**src/rtl/vga_timing_gen.sv**
```systemverilog
`default_nettype none
// ============================================================================
// Module   : vga_timing_gen
// Purpose  : Parametrised VGA raster timing generator with pixel enable,
//            sync/DE latency compensation, character-cell coordinates,
//            line/frame strobes and a frame counter.
// Revision : 1.0 - initial release
// ============================================================================
module vga_timing_gen #(
    parameter int   H_ACTIVE    = 640,
    parameter int   H_FP        = 16,
    parameter int   H_SYNC      = 96,
    parameter int   H_BP        = 48,
    parameter int   V_ACTIVE    = 480,
    parameter int   V_FP        = 10,
    parameter int   V_SYNC      = 2,
    parameter int   V_BP        = 29,
    parameter logic HS_POL      = 1'b0,
    parameter logic VS_POL      = 1'b0,
    parameter int   CNT_W       = 10,
    parameter int   CHAR_W_LOG2 = 3,
    parameter int   CHAR_H_LOG2 = 4,
    parameter int   PIPE_DLY    = 2,
    parameter int   FRM_W       = 8
) (
    input  logic                         clk,
    input  logic                         rst,
    input  logic                         pix_en,
    output logic                         h_sync,
    output logic                         v_sync,
    output logic                         de,
    output logic [CNT_W-1:0]             px_x,
    output logic [CNT_W-1:0]             px_y,
    output logic [CNT_W-CHAR_W_LOG2-1:0] col,
    output logic [CNT_W-CHAR_H_LOG2-1:0] row,
    output logic [CHAR_W_LOG2-1:0]       glyph_x,
    output logic [CHAR_H_LOG2-1:0]       glyph_y,
    output logic                         line_start,
    output logic                         frame_start,
    output logic [FRM_W-1:0]             frame_cnt
);

    localparam int c_h_total = H_SYNC + H_BP + H_ACTIVE + H_FP;
    localparam int c_h_start = H_SYNC + H_BP;
    localparam int c_v_total = V_SYNC + V_BP + V_ACTIVE + V_FP;
    localparam int c_v_start = V_SYNC + V_BP;

    localparam logic [CNT_W-1:0] c_h_last     = CNT_W'(c_h_total - 1);
    localparam logic [CNT_W-1:0] c_v_last     = CNT_W'(c_v_total - 1);
    localparam logic [CNT_W-1:0] c_h_sync_end = CNT_W'(H_SYNC);
    localparam logic [CNT_W-1:0] c_v_sync_end = CNT_W'(V_SYNC);
    localparam logic [CNT_W-1:0] c_h_act_lo   = CNT_W'(c_h_start);
    localparam logic [CNT_W-1:0] c_h_act_hi   = CNT_W'(c_h_start + H_ACTIVE);
    localparam logic [CNT_W-1:0] c_v_act_lo   = CNT_W'(c_v_start);
    localparam logic [CNT_W-1:0] c_v_act_hi   = CNT_W'(c_v_start + V_ACTIVE);

    generate
        if (c_h_total >= (1 << CNT_W)) begin : g_chk_h
            $error("vga_timing_gen: H_TOTAL does not fit in CNT_W bits");
        end
        if (c_v_total >= (1 << CNT_W)) begin : g_chk_v
            $error("vga_timing_gen: V_TOTAL does not fit in CNT_W bits");
        end
    endgenerate

    logic [CNT_W-1:0] r_hc;
    logic [CNT_W-1:0] r_vc;
    logic [FRM_W-1:0] r_frm;

    always_ff @(posedge clk or posedge rst) begin
        if (rst) begin
            r_hc  <= '0;
            r_vc  <= '0;
            r_frm <= '0;
        end else if (pix_en) begin
            if (r_hc == c_h_last) begin
                r_hc <= '0;
                if (r_vc == c_v_last) begin
                    r_vc  <= '0;
                    r_frm <= r_frm + 1'b1;
                end else begin
                    r_vc <= r_vc + 1'b1;
                end
            end else begin
                r_hc <= r_hc + 1'b1;
            end
        end
    end

    logic             w_hs_raw;
    logic             w_vs_raw;
    logic             w_act;
    logic [CNT_W-1:0] w_px_x;
    logic [CNT_W-1:0] w_px_y;
    logic             w_line_start;

    assign w_hs_raw = (r_hc < c_h_sync_end) ? HS_POL : ~HS_POL;
    assign w_vs_raw = (r_vc < c_v_sync_end) ? VS_POL : ~VS_POL;
    assign w_act    = (r_hc >= c_h_act_lo) && (r_hc < c_h_act_hi) &&
                      (r_vc >= c_v_act_lo) && (r_vc < c_v_act_hi);

    // Coordinates stay undelayed so a memory fetch of PIPE_DLY ticks lands on de.
    assign w_px_x  = w_act ? (r_hc - c_h_act_lo) : '0;
    assign w_px_y  = w_act ? (r_vc - c_v_act_lo) : '0;
    assign px_x    = w_px_x;
    assign px_y    = w_px_y;
    assign col     = w_px_x[CNT_W-1:CHAR_W_LOG2];
    assign glyph_x = w_px_x[CHAR_W_LOG2-1:0];
    assign row     = w_px_y[CNT_W-1:CHAR_H_LOG2];
    assign glyph_y = w_px_y[CHAR_H_LOG2-1:0];

    generate
        if (PIPE_DLY == 0) begin : g_no_dly
            assign h_sync = rst ? ~HS_POL : w_hs_raw;
            assign v_sync = rst ? ~VS_POL : w_vs_raw;
            assign de     = ~rst & w_act;
        end else begin : g_dly
            logic [PIPE_DLY-1:0] r_hs_pipe;
            logic [PIPE_DLY-1:0] r_vs_pipe;
            logic [PIPE_DLY-1:0] r_de_pipe;

            always_ff @(posedge clk or posedge rst) begin
                if (rst) begin
                    r_hs_pipe <= {PIPE_DLY{~HS_POL}};
                    r_vs_pipe <= {PIPE_DLY{~VS_POL}};
                    r_de_pipe <= '0;
                end else if (pix_en) begin
                    r_hs_pipe <= PIPE_DLY'({r_hs_pipe, w_hs_raw});
                    r_vs_pipe <= PIPE_DLY'({r_vs_pipe, w_vs_raw});
                    r_de_pipe <= PIPE_DLY'({r_de_pipe, w_act});
                end
            end

            assign h_sync = r_hs_pipe[PIPE_DLY-1];
            assign v_sync = r_vs_pipe[PIPE_DLY-1];
            assign de     = r_de_pipe[PIPE_DLY-1];
        end
    endgenerate

    // Qualified by pix_en so each strobe lasts one clk whatever the tick duty.
    assign w_line_start = pix_en & ~rst & (r_hc == '0);
    assign line_start   = w_line_start;
    assign frame_start  = w_line_start & (r_vc == '0);
    assign frame_cnt    = r_frm;

endmodule
`default_nettype wire

```
**config.mk**
```make
export PLATFORM = sky130hd
export DESIGN_NAME = vga_timing_gen
export DESIGN_NICKNAME = d
export VERILOG_FILES = /design/src/rtl/vga_timing_gen.sv
export SDC_FILE = /design/constraint.sdc
export NUM_CORES = 1
export LEC_CHECK = 0
export CORE_MARGIN = 3
export CORE_UTILIZATION = 53
export DETAILED_ROUTE_END_ITERATION = 8
export PLACE_DENSITY = 0.86
export SLEW_MARGIN = 20
export SYNTH_ARGS = -nofsm -noshare
export SYNTH_HDL_FRONTEND = slang
export SYNTH_SLANG_ARGS = --single-unit
export TNS_END_PERCENT = 20
```
**constraint.sdc**
```tcl
create_clock -name clk -period 5.4 [get_ports clk]
set_input_delay 1.35 -clock clk [delete_from_list [all_inputs] [get_ports clk]]
set_output_delay 1.35 -clock clk [all_outputs]
set_load 0.01 [all_outputs]
```
Yosys cells after proc, flatten, opt, wreduce, memory -nomap -nowiden. Index checks and enable logic that the tools add are counted.

Flip-flop bits (word level): 34. Memory bits (read-only): 0. Word-level logic and storage cells: 36. Bits in latches: 0. Bits in writable memories: 0. Bits of input ports: 3. Memories kept: 0. Output and inout bits: 53.

Shift operators: 0. Equal/unequal tests: 2. Multiplexer cells: 6. Reduce and logical (&&, ||, !) cells: 7. Add/subtract/negate cells: 5. Bitwise logic cells: 4. Multiply operators: 0. Magnitude comparators: 6. Divide/modulo/power cells: 0.

Operators by type and width (count): 2-to-1 mux 10 bit (4); adder 10 x 1 -> 10 bit, second input constant (2); equality test 10 bit, second input constant (2); zero test 10 bit (2); >= comparator 10 x 5 -> 1 bit, second input constant (1); >= comparator 10 x 8 -> 1 bit, second input constant (1); less-than comparator 10 bit, second input constant (1); less-than comparator 10 x 2 -> 1 bit, second input constant (1); less-than comparator 10 x 7 -> 1 bit, second input constant (1); less-than comparator 10 x 9 -> 1 bit, second input constant (1); subtractor 10 x 5 -> 10 bit, second input constant (1); subtractor 10 x 8 -> 10 bit, second input constant (1); adder 8 x 1 -> 8 bit, second input constant (1); bitwise AND 1 bit (3); logical AND 1 bit (3); AND reduction 3 bit (1); 2-to-1 mux 1 bit (2); AND reduction 2 bit (1); NOT 1 bit (1).

Logic depth before layout (Yosys ltp).
Depth after elaboration: 5. Gate-level depth with buffers: 9. Mapped depth without buffers: 7.

Worst setup path before layout. OpenSTA, ideal clock, no wires.

Path type: input-to-output. Start: input pix_en. End: output frame_start. Arrival time: 2.336 ns. Stages on the path: 3. Path buffers: 1. Path slack: 1.714 ns. Data required time: 4.050 ns. Cells stage by stage: buf_2 -> nor4bb_1 -> and4_1.

Longest elaborated chain between the ends: 3.

RTL lines: start, declared (line 28) `input logic pix_en,`; bitwise AND 1 bit (2 in series) (line 141) `assign w_line_start = pix_en & ~rst & (r_hc == '0);`; net line_start (line 38) `output logic line_start,`; bitwise AND 1 bit (line 143) `assign frame_start = w_line_start & (r_vc == '0);`; end, declared (line 39) `output logic frame_start,`.

The timed path passes the listed nets, and every way through them passes these cells.

Worst setup path after layout.
Start: register r_hc[4]. End: output row[5].

Longest elaborated chain between the ends: 5. Elaborated cells between the ends (all ways): 6. Those cells by class: 2 x order compare; 1 x mux; 3 x reduce/logical.

RTL lines: start, declared (line 66) `logic [CNT_W-1:0] r_hc;`; start signal, assigned (line 85) `r_hc <= r_hc + 1'b1;`; >= comparator 10 x 8 -> 1 bit or less-than comparator 10 bit (tied branches) (line 99) `assign w_act = (r_hc >= c_h_act_lo) && (r_hc < c_h_act_hi) &&`; logical AND 1 bit * (2 in series) (line 99); logical AND 1 bit * (line 100) `(r_vc >= c_v_act_lo) && (r_vc < c_v_act_hi);`; 2-to-1 mux 10 bit * (line 104) `assign w_px_y = w_act ? (r_vc - c_v_act_lo) : '0;`; end, declared (line 35) `output logic [CNT_W-CHAR_H_LOG2-1:0] row,`.

Every way passes the cells marked *; elsewhere a longest branch is shown, timed or not.

==> key figures <==
Run status
  • Outcome: complete, no violations

Routing
  • Detailed Route WL: 4.97 mm
  • DR vias: 1818
  • DR iter-0 viols: 60
  • First-pass DRT Iterations: 4
  • Antenna viol nets, final: 0
  • Vias per cell: 5.61
  • Drt wl/cell: 15.3 um
  • Residual DRC count: 0

Clock tree
  • Worst skew pair latency: 0.29 ns
  • Clock sinks: 34
  • Root Buffer: clkbuf_8
  • Postcts setup bufs: 0
  • Post_cts resized: 0
  • H-tree levels: 2
  • CTS Hold Bufs: 0
  • CTS Buf Count: 5
  • CTS Buffer Depth: 2
  • CTS tree: yes
  • Clock-pin slew on the worst setup and hold paths: 0.07 ns

Setup path
  • Crit. End Element: output port
  • CP Data Arrival Time: 3.39 ns
  • CP max FO: 20
  • Cell repeated most along the worst path: inv_1
  • Critical-path top delay cell: or4b_1
  • Worst-path cell chain: inv_1 -> ha_1 -> inv_1 -> o21ai_0 -> and3_1 -> or4b_1 -> nor4b_4 -> clkdlybuf4s50_1
  • Crit path launch type: flip-flop
  • Slowest stage delay, CP: 0.91 ns
  • Critical Path RT: 4.05 ns
  • WS Path Type: flip-flop to output port

Die
  • Initial Util: 0.578
  • FP Rows: 22
  • IO Pins: 56
  • Die span in y: 70.6 um
  • Die W: 70.6 um
  • Die ar.: 0.00499 mm^2
  • Core box area: 0.00383 mm^2

Timing
  • Worst-Margin Slew: 0.816 ns
  • Setup TNS: 0 ns
  • Final setup viols: 0
  • Max-slew violations: 0
  • Final Critical Period: 4.74 ns
  • Setup ws final: 0.664 ns
  • Final Hold Fails: 0
  • Period utilisation layout: 0.877
  • RSZ-0062 raised after global routing: false
  • Slew HR: 0.456
  • Max Clk Rate: 211 MHz
  • Fin Clk Skew: 0.00650 ns

Yosys
  • Mapped Nets: 256
  • Ys async rst share: 1.00
  • Top cell type's share of synthesized area: 0.339
  • Most area-hungry cell type in the Yosys netlist: dfrtp_1
  • Top FF cell, synth: dfrtp_1
  • Distinct cells, synth: 47
  • Post-Syn Instances: 244
  • Leading post-synthesis cells by cell area: dfrtp_1 34%, buf_4 6.8%, xnor2_1 5.9%
  • Syn. warnings: 0
  • Mapped cell area: 0.00221 mm^2
  • Post-synthesis sequential area ratio: 0.387
  • Post-synth EDFFs: 0
  • Flops & latches, synth: 34
  • Avg Synthesized Cell Area: 9.07 um^2

Placement
  • Placer Congestion: 0.866
  • IO Port Bufs: 55
  • Detailed placer's ending HPWL: 3.61 mm
  • Pre-CTS WS: 0.857 ns
  • Placed cell area: 0.00262 mm^2

Final layout
  • Fin area: 0.00272 mm^2
  • Layout cell share with drive strength beyond 1: 0.0942
  • Fill count: 286
  • Nets: 287
  • Storage element area: 856 um^2
  • Synth-to-Final Area Change: 22.7%
  • Area of the multi-input gates: 0.00109 mm^2
  • # diodes: 0

Global route
  • Initial antenna violation count: 0
  • First-pass GRT wire length: 8.46 mm
  • Grt total ovfl: 0
  • Pin count of the biggest net entering global routing: 35
  • GRT Util Overall: 0.208
  • Vias in the first global route: 1841

Power
  • Pwr/cell area: 241 mW/mm^2
  • Tot Pwr: 0.654 mW
  • VDD IR max: 0.181 mV
  • Leakage dissipation: 1.17 nW

Run
  • Max Cap Viol: 0

Worst hold path
  • Worst Hold Class: flip-flop to flip-flop
registers in the layout (all words and copies together), names as in the netlist:
register         flops
r_hc                10
r_vc                10
g_dly.r_de_pipe      2
g_dly.r_hs_pipe      2
frame_cnt            8
g_dly.r_vs_pipe      2
kinds of logic after synthesis:
kind of cell	after synthesis	synth area share
simple gates	103	0.258
buf+inv	47	0.122
flops	34	0.387
compound gates	23	0.0639
xor+xnor	20	0.0792
fa+ha+maj	9	0.0509
mux	8	0.0390
cells in the final DEF, fill, tap and decap left out, types with 2 or more instances in the layout:
| cell | n |
|---|---|
| clkdlybuf4s50_1 | 55 |
| dfrtp_1 | 30 |
| nor2_1 | 29 |
| nand3_1 | 15 |
| xnor2_1 | 15 |
| nand2_1 | 15 |
| inv_1 | 14 |
| ha_1 | 9 |
| o21ai_0 | 8 |
| nor3_1 | 7 |
| nand4_1 | 6 |
| clkbuf_8 | 6 |
| mux2_2 | 5 |
| xor2_1 | 5 |
| nor4_1 | 4 |
| and3_1 | 4 |
| nand2b_1 | 4 |
| a21oi_1 | 4 |
| dfstp_2 | 4 |
| mux2i_1 | 3 |
| a31oi_1 | 3 |
| nor3_2 | 2 |
| nor4bb_1 | 2 |
| or3_1 | 2 |
| or4_1 | 2 |
| o31ai_1 | 2 |
| buf_4 | 2 |
worst paths after layout:
path                                     startpoint                              to  slack, ns  depth (start not counted)
max                             r_hc[4]$_DFFE_PP0P_                          row[5]       0.66                          8
min                        frame_cnt[7]$_DFFE_PP0P_        frame_cnt[7]$_DFFE_PP0P_       0.48                          1
max reg2reg                     r_hc[4]$_DFFE_PP0P_  g_dly.r_de_pipe[0]$_DFFE_PP0P_       2.86                          7
min reg2reg                frame_cnt[7]$_DFFE_PP0P_        frame_cnt[7]$_DFFE_PP0P_       0.48                          1
max in group asynchronous                       rst  g_dly.r_hs_pipe[1]$_DFFE_PP1P_       3.56                          3
min in group asynchronous                       rst             r_hc[9]$_DFFE_PP0P_       1.50                          3
synthesized netlist by cell type (2+ instances only):
library cell / number
or4_1: 2
nand4_1: 6
a31oi_1: 3
nor3_2: 2
xor2_1: 5
nand2_1: 15
or3_1: 2
and3_1: 4
ha_1: 9
dfrtp_1: 30
mux2i_1: 3
nor2_1: 29
o31ai_1: 2
dfstp_2: 4
clkbuf_1: 2
a21oi_1: 4
clkbuf_2: 2
buf_2: 7
nor3_1: 7
buf_4: 20
mux2_2: 5
nand3_1: 15
nand2b_1: 4
inv_1: 14
nor4_1: 4
nor4bb_1: 2
o21ai_0: 8
xnor2_1: 15
stage by stage:
stage | std cells | utilization | hold slack, ns
6_report | 324 | 0.710 | 0.480
3_5_place_dp | 316 | 0.685 | 0.462
5_1_grt | 324 | 0.710 | 0.502
3_3_place_gp | 316 | 0.685 | 0.464
2_1_floorplan | 244 | - | 0.465
4_1_cts | 324 | 0.710 | 0.475
power breakdown:
| part | switching [mW] | internal (mW) |
|---|---|---|
| combinational | 0.0733 | 0.0510 |
| sequential | 0.0528 | 0.280 |
| clock | 0.0945 | 0.102 |
| total | 0.221 | 0.433 |
routing by layer:
layer	up-vias	GRT usage	wire length [um]
li1	871	-	-
met1	871	0.276	2200
met2	61	0.331	2370
met3	15	0.0526	264
met4	0	0.0793	126
met5	-	0	0
final cells by class:
class	count	area share
well taps	48	0.0221
flip-flops and latches	34	0.315
clock buffers	6	0.0304
clock inverters	2	0.00461
repair buffers	57	0.208
inverters	14	0.0194
multi-input cells	163	0.400
critical path: cells and delay by family, from the launching register on:
kind | cells | cell delay, ns
AO/OA/AOI/OAI | 1 | 0.10
adder cells (fa/ha/maj) | 1 | 0.26
buffers and inverters | 3 | 0.79
flip-flops | 1 | 0.43
AND/OR/NAND/NOR | 3 | 1.50
(Power assumes the default switching activity.)
